==> config.mk <==
export PLATFORM = sky130hd
export DESIGN_NAME = ddr_rd_scheduler
export DESIGN_NICKNAME = d
export VERILOG_FILES = /design/src/rtl/ddr_rd_sched_pkg.sv /design/src/rtl/rd_credit_counter.sv /design/src/rtl/ddr_rd_scheduler.sv
export SDC_FILE = /design/constraint.sdc
export NUM_CORES = 1
export LEC_CHECK = 0
export BUFFER_PORTS_ARGS = -buffer_cell sky130_fd_sc_hd__buf_2
export CORE_UTILIZATION = 40
export CTS_CLUSTER_SIZE = 10
export DETAILED_ROUTE_END_ITERATION = 16
export PLACE_DENSITY = 0.63
export SLEW_MARGIN = 20
export SYNTH_ARGS = -nofsm -noshare
export SYNTH_HDL_FRONTEND = slang
export SYNTH_SLANG_ARGS = --single-unit
==> constraint.sdc <==
create_clock -name clk -period 3.9 [get_ports clk]
set_input_delay 0.585 -clock clk [delete_from_list [all_inputs] [get_ports clk]]
set_output_delay 0.585 -clock clk [all_outputs]
set_load 0.005 [all_outputs]
==> src/rtl/ddr_rd_sched_pkg.sv <==
// Shared types and default widths for the DDR4 read scheduler.
package ddr_rd_sched_pkg;

  typedef enum logic [1:0] {
    IDLE  = 2'd0,
    ISSUE = 2'd1,
    DRAIN = 2'd2
  } rd_state_e;

  localparam int DEF_ADDR_W = 28;
  localparam int DEF_LEN_W  = 16;
  localparam int OUT_CNT_W  = 8;

endpackage

==> src/rtl/rd_credit_counter.sv <==
// Saturating up/down beat counter with a full flag at MAX and an underflow flag.
module rd_credit_counter #(
  parameter int W   = 8,
  parameter int MAX = 4
) (
  input  logic         clk,
  input  logic         rst,
  input  logic         inc,
  input  logic         dec,
  output logic [W-1:0] count,
  output logic         full,
  output logic         underflow
);

  localparam logic [W-1:0] MAX_C = W'(MAX);
  localparam logic [W-1:0] ONE   = W'(1);

  logic [W-1:0] count_q, count_d;
  logic         do_inc, do_dec;

  // Decrement from zero is flagged and dropped; increment at all-ones is dropped.
  always_comb begin
    underflow = dec && (count_q == '0);
    do_dec    = dec && !underflow;
    do_inc    = inc && ((count_q != '1) || do_dec);
    count_d   = count_q;
    if (do_inc && !do_dec)      count_d = count_q + ONE;
    else if (do_dec && !do_inc) count_d = count_q - ONE;
  end

  always_ff @(posedge clk or posedge rst) begin
    if (rst) count_q <= '0;
    else     count_q <= count_d;
  end

  assign count = count_q;
  assign full  = (count_q >= MAX_C);

endmodule

==> src/rtl/ddr_rd_scheduler.sv <==
// Splits read jobs into per-beat DDR4 requests, credit-limited by downstream consumption.
// Optional RD_SCHED_STATS_EN adds stall_cycles / beats_total statistics outputs.
module ddr_rd_scheduler
  import ddr_rd_sched_pkg::*;
#(
  parameter int ADDR_W    = DEF_ADDR_W,
  parameter int LEN_W     = DEF_LEN_W,
  parameter int ADDR_STEP = 8,
  parameter int MAX_OUT   = 4
) (
  input  logic              clk,
  input  logic              rst,
  input  logic [ADDR_W-1:0] job_addr,
  input  logic [LEN_W-1:0]  job_len,
  input  logic              job_valid,
  output logic              job_ready,
  output logic              ddr_rd_req_valid,
  output logic [ADDR_W-1:0] ddr_rd_req_addr,
  input  logic              ddr_rd_req_ready,
  input  logic              ddr_rd_valid,
  input  logic              m_axis_tvalid,
  input  logic              m_axis_tready,
  output logic              busy,
  output logic              done,
  output logic [OUT_CNT_W-1:0] outstanding,
  output logic              err
`ifdef RD_SCHED_STATS_EN
  ,
  output logic [31:0]       stall_cycles,
  output logic [31:0]       beats_total
`endif
);

  localparam logic [ADDR_W-1:0] STEP_C = ADDR_W'(ADDR_STEP);
  localparam logic [LEN_W-1:0]  LEN_1  = LEN_W'(1);

  rd_state_e         state_q, state_d;
  logic [ADDR_W-1:0] addr_q, addr_d;
  logic [LEN_W-1:0]  len_q, len_d;
  logic [LEN_W-1:0]  remaining_q, remaining_d;
  logic [LEN_W-1:0]  consumed_q, consumed_d;
  logic              done_q, done_d;
  logic              err_q, err_d;

  logic              req_fire, consume;
  logic              out_full, out_underflow;
  logic              pend_underflow, pend_full_unused;
  logic [OUT_CNT_W-1:0] pend_count_unused;

  assign consume          = m_axis_tvalid & m_axis_tready;
  assign ddr_rd_req_valid = (state_q == ISSUE) && !out_full;
  assign req_fire         = ddr_rd_req_valid & ddr_rd_req_ready;

  rd_credit_counter #(.W(OUT_CNT_W), .MAX(MAX_OUT)) u_outstanding (
    .clk      (clk),
    .rst      (rst),
    .inc      (req_fire),
    .dec      (consume),
    .count    (outstanding),
    .full     (out_full),
    .underflow(out_underflow)
  );

  rd_credit_counter #(.W(OUT_CNT_W), .MAX(255)) u_pending_ret (
    .clk      (clk),
    .rst      (rst),
    .inc      (req_fire),
    .dec      (ddr_rd_valid),
    .count    (pend_count_unused),
    .full     (pend_full_unused),
    .underflow(pend_underflow)
  );

  always_comb begin
    state_d     = state_q;
    addr_d      = addr_q;
    len_d       = len_q;
    remaining_d = remaining_q;
    consumed_d  = consumed_q;
    done_d      = 1'b0;
    err_d       = err_q | out_underflow | pend_underflow | (consume && (state_q == IDLE));

    if (consume && (state_q != IDLE) && (consumed_q != '1)) consumed_d = consumed_q + LEN_1;

    case (state_q)
      IDLE: begin
        if (job_valid) begin
          if (job_len == '0) begin
            done_d = 1'b1;
          end else begin
            addr_d      = job_addr;
            len_d       = job_len;
            remaining_d = job_len;
            consumed_d  = '0;
            state_d     = ISSUE;
          end
        end
      end
      ISSUE: begin
        if (req_fire) begin
          addr_d      = addr_q + STEP_C;
          remaining_d = remaining_q - LEN_1;
          if (remaining_q == LEN_1) state_d = DRAIN;
        end
      end
      DRAIN: begin
        // Finishing on the final consume edge lets done and job_ready coincide.
        if (consumed_d >= len_q) begin
          done_d  = 1'b1;
          state_d = IDLE;
        end
      end
      default: state_d = IDLE;
    endcase
  end

  always_ff @(posedge clk or posedge rst) begin
    if (rst) begin
      state_q     <= IDLE;
      addr_q      <= '0;
      len_q       <= '0;
      remaining_q <= '0;
      consumed_q  <= '0;
      done_q      <= 1'b0;
      err_q       <= 1'b0;
    end else begin
      state_q     <= state_d;
      addr_q      <= addr_d;
      len_q       <= len_d;
      remaining_q <= remaining_d;
      consumed_q  <= consumed_d;
      done_q      <= done_d;
      err_q       <= err_d;
    end
  end

  assign job_ready       = (state_q == IDLE);
  assign busy            = (state_q != IDLE);
  assign done            = done_q;
  assign err             = err_q;
  assign ddr_rd_req_addr = addr_q;

`ifdef RD_SCHED_STATS_EN
  logic [31:0] stall_q, stall_d;
  logic [31:0] beats_q, beats_d;

  always_comb begin
    stall_d = stall_q;
    beats_d = beats_q;
    if ((state_q == ISSUE) && out_full && (stall_q != '1)) stall_d = stall_q + 32'd1;
    if (consume && (beats_q != '1))                        beats_d = beats_q + 32'd1;
  end

  always_ff @(posedge clk or posedge rst) begin
    if (rst) begin
      stall_q <= '0;
      beats_q <= '0;
    end else begin
      stall_q <= stall_d;
      beats_q <= beats_d;
    end
  end

  assign stall_cycles = stall_q;
  assign beats_total  = beats_q;
`endif

endmodule

## Word level (Yosys, flattened, before mapping)

Cells that the tools add are included.

- Shifts and indexed selects: 0
- Multiply operators: 0
- Divide/modulo/power cells: 0
- Magnitude comparators: 2
- Reductions and logical operators: 34
- Add/subtract/negate cells: 7
- Muxes and demuxes: 26
- Bitwise gates (word level): 6
- Equal/unequal tests: 11

Operators by type and width:

| cell | number |
|---|---|
| two-way mux 16 bit | 7 |
| two-way mux 28 bit | 3 |
| one-hot mux 28 bit (2 select lines) | 1 |
| two-way mux 8 bit | 4 |
| one-hot mux 16 bit (2 select lines) | 1 |
| adder 28 x 4 -> 28 bit (second input constant) | 1 |
| adder 16 x 1 -> 16 bit (second input constant) | 1 |
| adder 8 x 1 -> 8 bit (second input constant) | 2 |
| == test 16 x 1 -> 1 bit (second input constant) | 1 |
| greater-or-equal comparator 16 bit | 1 |
| zero test 16 bit | 1 |
| zero test 8 bit | 2 |
| != test 16 bit (second input constant) | 1 |
| != test 8 bit (second input constant) | 2 |
| subtractor 16 x 1 -> 16 bit (second input constant) | 1 |
| subtractor 8 x 1 -> 8 bit (second input constant) | 2 |
| logical AND 1 bit | 14 |
| two-way mux 2 bit | 5 |
| greater-or-equal comparator 8 x 3 -> 1 bit (second input constant) | 1 |
| nonzero test 2 bit | 4 |
| zero test 1 bit | 7 |
| != test 2 bit (second input constant) | 3 |
| one-hot mux 2 bit (3 select lines) | 1 |
| AND reduction 5 bit | 1 |
| other kinds (12) | 19 |

- Output and inout port bits: 41
- Input port bits: 51
- Logic and storage cells: 95
- Memory bits (writable): 0
- Bits in latches: 0
- Bits in registers: 96
- Memories kept: 0
- Bits in read-only memories: 0

## Longest topological paths before layout

- Depth in word-level cells: 10
- Gate-level depth with buffers: 13
- Gate-level depth less buffers: 12

## By module

Synthesis repeated with hierarchy kept, for this count alone.

- Cells, all modules: 707
- Area total of the unflattened synthesis: 6075.8 um^2

By module, submodules not included:

| module | seq. area each (um^2) | cells each | area an instance (um^2) | instances |
|---|---|---|---|---|
| ddr_rd_scheduler | 2001.9 | 559 | 4737.0 | 1 |
| rd_credit_counter (u_outstanding) | 200.2 | 74 | 673.1 | 1 |
| rd_credit_counter (u_pending_ret) | 200.2 | 74 | 665.6 | 1 |

## Worst setup path before layout

OpenSTA, ideal clock, no wires.

- Path type: flip-flop to flip-flop
- From: register u_outstanding.count_q[4] (netlist: u_outstanding.count[4])
- To: register u_outstanding.count_q[7] (netlist: u_outstanding.count[7])
- Slack: 1.114 ns
- Cell stages (with the launch flop): 13
- Setup time: 0.124 ns
- Data required time: 3.776 ns
- Arrival time: 2.662 ns
- Cell sequence: dfrtp_1 -> nor4_1 -> nand2_1 -> or3_1 -> nand3_1 -> ha_1 -> inv_1 -> ha_1 -> a21oi_1 -> o2111ai_1 -> and3_1 -> o21ba_2 -> xor2_1

- Cells in the longest elaborated chain, start to end: 9

RTL lines:

| item | line | source |
|---|---|---|
| start: declaration | rd_credit_counter.sv:18 | `logic [W-1:0] count_q, count_d;` |
| start signal: assignment | rd_credit_counter.sv:33 | `else count_q <= count_d;` |
| branches (longest 9 deep; another with greater-or-equal comparator 8 x 3 -> 1 bit) | - |  |

Parallel ways; which one is timed is not known. The select of a mux whose other input is x is not followed.
A chain may end at the register's enable or synchronous reset.

## Worst setup path after layout

- From: register consumed_q[0]
- To: register state_q[1]

- Cells in the longest elaborated chain, start to end: 6

RTL lines:

| item | line | source |
|---|---|---|
| start: declaration | ddr_rd_scheduler.sv:41 | `logic [LEN_W-1:0] consumed_q, consumed_d;` |
| start signal: assignment | ddr_rd_scheduler.sv:131 | `consumed_q <= consumed_d;` |
| branches (longest 2 deep; another with adder 16 x 1 -> 16 bit) | - |  |
| two-way mux 16 bit * | ddr_rd_scheduler.sv:83 | `if (consume && (state_q != IDLE) && (consumed_q != '1)) consumed_d = consumed_q + LEN_1;` |
| greater-or-equal comparator 16 bit * | ddr_rd_scheduler.sv:108 | `if (consumed_d >= len_q) begin` |
| != test 2 bit (no line) * | - |  |
| AND reduction 5 bit (no line) * | - |  |
| end signal: assignment | ddr_rd_scheduler.sv:127 | `state_q <= state_d;` |
| end: declaration | ddr_rd_scheduler.sv:37 | `rd_state_e state_q, state_d;` |

Every way passes the cells marked *.

==> impl_metrics.sql <==
INSERT INTO impl_metrics (metric_group, metric, value, unit) VALUES
('outcome', 'outcome', 'completed', ''),
('timing', 'final_critical_path_setup_slack', '0.813', 'ns'),
('place', 'dpl-instance-area', '6580', 'µm²'),
('setup_path', 'classification_of_the_worst_setup_path', 'register to register', ''),
('setup_path', 'worst-endpoint-arrival', '3.37', 'ns'),
('yosys', 'dominantRegCellSynth', 'sky130_fd_sc_hd__dfrtp_1', ''),
('cts', 'clock_latency', '0.34', 'ns'),
('setup_path', 'start_kind', 'register', ''),
('power', 'power_per_cell_area', '561', 'nW/µm²'),
('power', 'total_power', '3.84', 'mW'),
('setup_path', 'cp_max_fo', '6', ''),
('floorplanning', 'chipHeight', '124', 'µm'),
('yosys', 'ys.warnings.count', '0', ''),
('yosys', 'synthesis.nets', '771', ''),
('floorplanning', 'boundaryPins', '92', ''),
('routing', 'drtPass1Iterations', '5', ''),
('layout', 'fin_cells', '948', ''),
('timing', 'whs', '0.185', 'ns'),
('timing', 'worst_slew_pin_slew', '0.769', 'ns'),
('routing', 'wl_met1', '7350', 'µm'),
('cts', 'cts_buffers', '9', ''),
('layout', 'syn2layout_area_growth', '15.0', '%'),
('grt', 'antenna_found_initial', '0', ''),
('floorplanning', 'fp.dieW', '124', 'µm'),
('cts', 'htree_levels', '3', ''),
('layout', 'postLayoutCellArea', '6840', 'µm²'),
('yosys', 'netlist.top_cell.by_area', 'sky130_fd_sc_hd__dfrtp_1', ''),
('routing', 'wl_per_cell', '16.8', 'µm'),
('routing', 'drt_iter0_markers', '350', ''),
('place', 'port_buffers', '91', ''),
('layout', 'finish.utilization', '0.471', ''),
('routing', 'wirelength', '15900', 'µm'),
('cts', 'postCtsHoldBufs', '0', ''),
('place', 'gp_congestion', '0.905', ''),
('yosys', 'ys_seq_area_frac', '0.404', ''),
('run', 'cap_violations', '0', ''),
('yosys', 'post_synth_instance_area', '5950', 'µm²'),
('timing', 'timing.final.setup_violations', '0', ''),
('floorplanning', 'start_util', '0.409', ''),
('yosys', 'synth-edff-count', '0', ''),
('timing', 'timing.slew.headroom', '0.487', ''),
('grt', 'grt_max_degree', '57', ''),
('yosys', 'largest_cells_by_area_after_synthesis', 'sky130_fd_sc_hd__dfrtp_1, sky130_fd_sc_hd__ha_1, sky130_fd_sc_hd__nand2_1, sky130_fd_sc_hd__o21ai_0, sky130_fd_sc_hd__a21oi_1', ''),
('cts', 'cts_post_setup_buffers_inserted', '0', ''),
('hold_path', 'hold_removal_path_class', 'input pin to asynchronous set/reset pin', ''),
('yosys', 'syn-mean-instance-area', '8.70', 'µm²'),
('layout', 'num_antenna_cells', '0', ''),
('yosys', 'postSynth.asyncResetShare', '1.00', ''),
('cts', 'cts_buffer_depth', '2', ''),
('grt', 'grt_use_total', '0.213', ''),
('place', 'dp_cells', '935', ''),
('routing', 'topRoutingLayerUsed', 'met4', ''),
('timing', 'final.period_utilization', '0.792', ''),
('power', 'peakVddDrop', '255', 'µV'),
('place', 'pre_cts_setup_slack', '0.858', 'ns'),
('yosys', 'post_synth_inst_count', '684', ''),
('cts', 'cts.reportedPaths.clkPinSlew', '0.07', 'ns'),
('power', 'leakage', '3.18', 'nW'),
('timing', 'clock_skew', '0.00888', 'ns'),
('yosys', 'synth_cell_type_count', '63', ''),
('layout', 'drive_above_1_share', '0.171', ''),
('place', 'detailed_place_hpwl', '11600', 'µm'),
('cts', 'clockRootBuffer', 'sky130_fd_sc_hd__clkbuf_16', ''),
('yosys', 'post-synth-top-area-fraction', '0.404', ''),
('setup_path', 'critical_path_required', '4.19', 'ns'),
('timing', 'maxSlewViolCount', '0', ''),
('timing', 'layout_min_cycle_time', '3.09', 'ns'),
('setup_path', 'setup.worst_path.end_class', 'register', ''),
('floorplanning', 'placementRows', '44', ''),
('timing', 'report.final.hold_viol_count', '0', ''),
('floorplanning', 'die-area', '15400', 'µm²');
## final timing paths
kind	startpoint	endpoint	slack, ns	depth (start not counted)
min reg2reg	ddr_rd_req_addr[1]	ddr_rd_req_addr[1]	0.47	2
min in group clk	job_addr[0]	ddr_rd_req_addr[0]	0.44	3
max	consumed_q[0]	state_q[1]	0.81	12
min	rst	u_pending_ret.count[5]	0.19	2
max reg2reg	consumed_q[0]	state_q[1]	0.81	12
max in group asynchronous	rst	consumed_q[2]	2.85	3
## final cells by class
class                           instances  area, µm²
Fill cell                            1448       7690
Multi-Input combinational cell        527       3330
Sequential cell                        96       2400
Timing Repair Buffer                   98        508
Clock buffer                           12        256
Tap cell                              184        230
Inverter                               30        114
Clock inverter                          1       5.00
## state kept, by name (all words and copies together) (netlist names)
| name | count |
|---|---|
| state_q | 2 |
| u_pending_ret.count | 8 |
| done | 1 |
| consumed_q | 16 |
| err | 1 |
| ddr_rd_req_addr | 28 |
| u_outstanding.count | 8 |
| len_q | 16 |
| remaining_q | 16 |
## cells in the final DEF (no fill, tap or decap), types with 3 or more instances in the layout
cell and instances:
sky130_fd_sc_hd__dfrtp_1 96, sky130_fd_sc_hd__buf_2 91, sky130_fd_sc_hd__nand2_1 86, sky130_fd_sc_hd__o21ai_0 61, sky130_fd_sc_hd__a21oi_1 59, sky130_fd_sc_hd__nor2_1 39
sky130_fd_sc_hd__ha_1 34, sky130_fd_sc_hd__inv_1 29, sky130_fd_sc_hd__nand3_1 24, sky130_fd_sc_hd__nor3_1 20, sky130_fd_sc_hd__nand4_1 19, sky130_fd_sc_hd__nor4_1 18
sky130_fd_sc_hd__xor2_1 15, sky130_fd_sc_hd__and2_1 14, sky130_fd_sc_hd__xnor2_1 12, sky130_fd_sc_hd__o22ai_1 9, sky130_fd_sc_hd__clkbuf_16 9, sky130_fd_sc_hd__and3_1 8
sky130_fd_sc_hd__a22oi_1 8, sky130_fd_sc_hd__o2bb2ai_1 8, sky130_fd_sc_hd__o211ai_1 7, sky130_fd_sc_hd__buf_4 7, sky130_fd_sc_hd__and4_1 6, sky130_fd_sc_hd__nor3b_1 5
sky130_fd_sc_hd__a31oi_1 5, sky130_fd_sc_hd__o22a_1 5, sky130_fd_sc_hd__o21bai_1 4, sky130_fd_sc_hd__a21o_1 4, sky130_fd_sc_hd__o2bb2a_1 4, sky130_fd_sc_hd__mux2_2 3
sky130_fd_sc_hd__or3_1 3, sky130_fd_sc_hd__o2111ai_1 3
## where the power goes
part | internal, mW | total [mW] | switching [mW]
registers | 1.24 | 1.50 | 0.260
logic | 0.669 | 1.52 | 0.847
clock network | 0.456 | 0.824 | 0.368
total | 2.37 | 3.84 | 1.47
## metal layers
layer	vias up	track usage
li1	2652	-
met1	2659	0.290
met2	135	0.337
met3	20	0.0453
met4	0	0.0677
met5	-	0
## worst max-delay path: stages (launching register included)
cell                       delay [ns]
sky130_fd_sc_hd__dfrtp_1         0.40
sky130_fd_sc_hd__ha_1            0.22
sky130_fd_sc_hd__inv_1           0.06
sky130_fd_sc_hd__or4_1           0.65
sky130_fd_sc_hd__o21bai_2        0.23
sky130_fd_sc_hd__nor2_1          0.09
sky130_fd_sc_hd__xor2_1          0.15
sky130_fd_sc_hd__ha_1            0.33
sky130_fd_sc_hd__a211oi_1        0.23
sky130_fd_sc_hd__and3_1          0.18
sky130_fd_sc_hd__o21ai_0         0.12
sky130_fd_sc_hd__a21oi_1         0.23
sky130_fd_sc_hd__a21o_1          0.15
## logic make-up (layout without fill, tap and decap cells)
logic type,after synthesis,in the layout,share of synthesized area
AND/OR/NAND/NOR,260,260,0.222
AO/OA/AOI/OAI,199,199,0.207
flip-flops,96,96,0.404
multiplexers,5,5,0.00904
adder cells (fa/ha/maj),36,36,0.0782
buffers and inverters,61,141,0.0408
XOR/XNOR,27,27,0.0397
(Power assumes the default switching activity.)
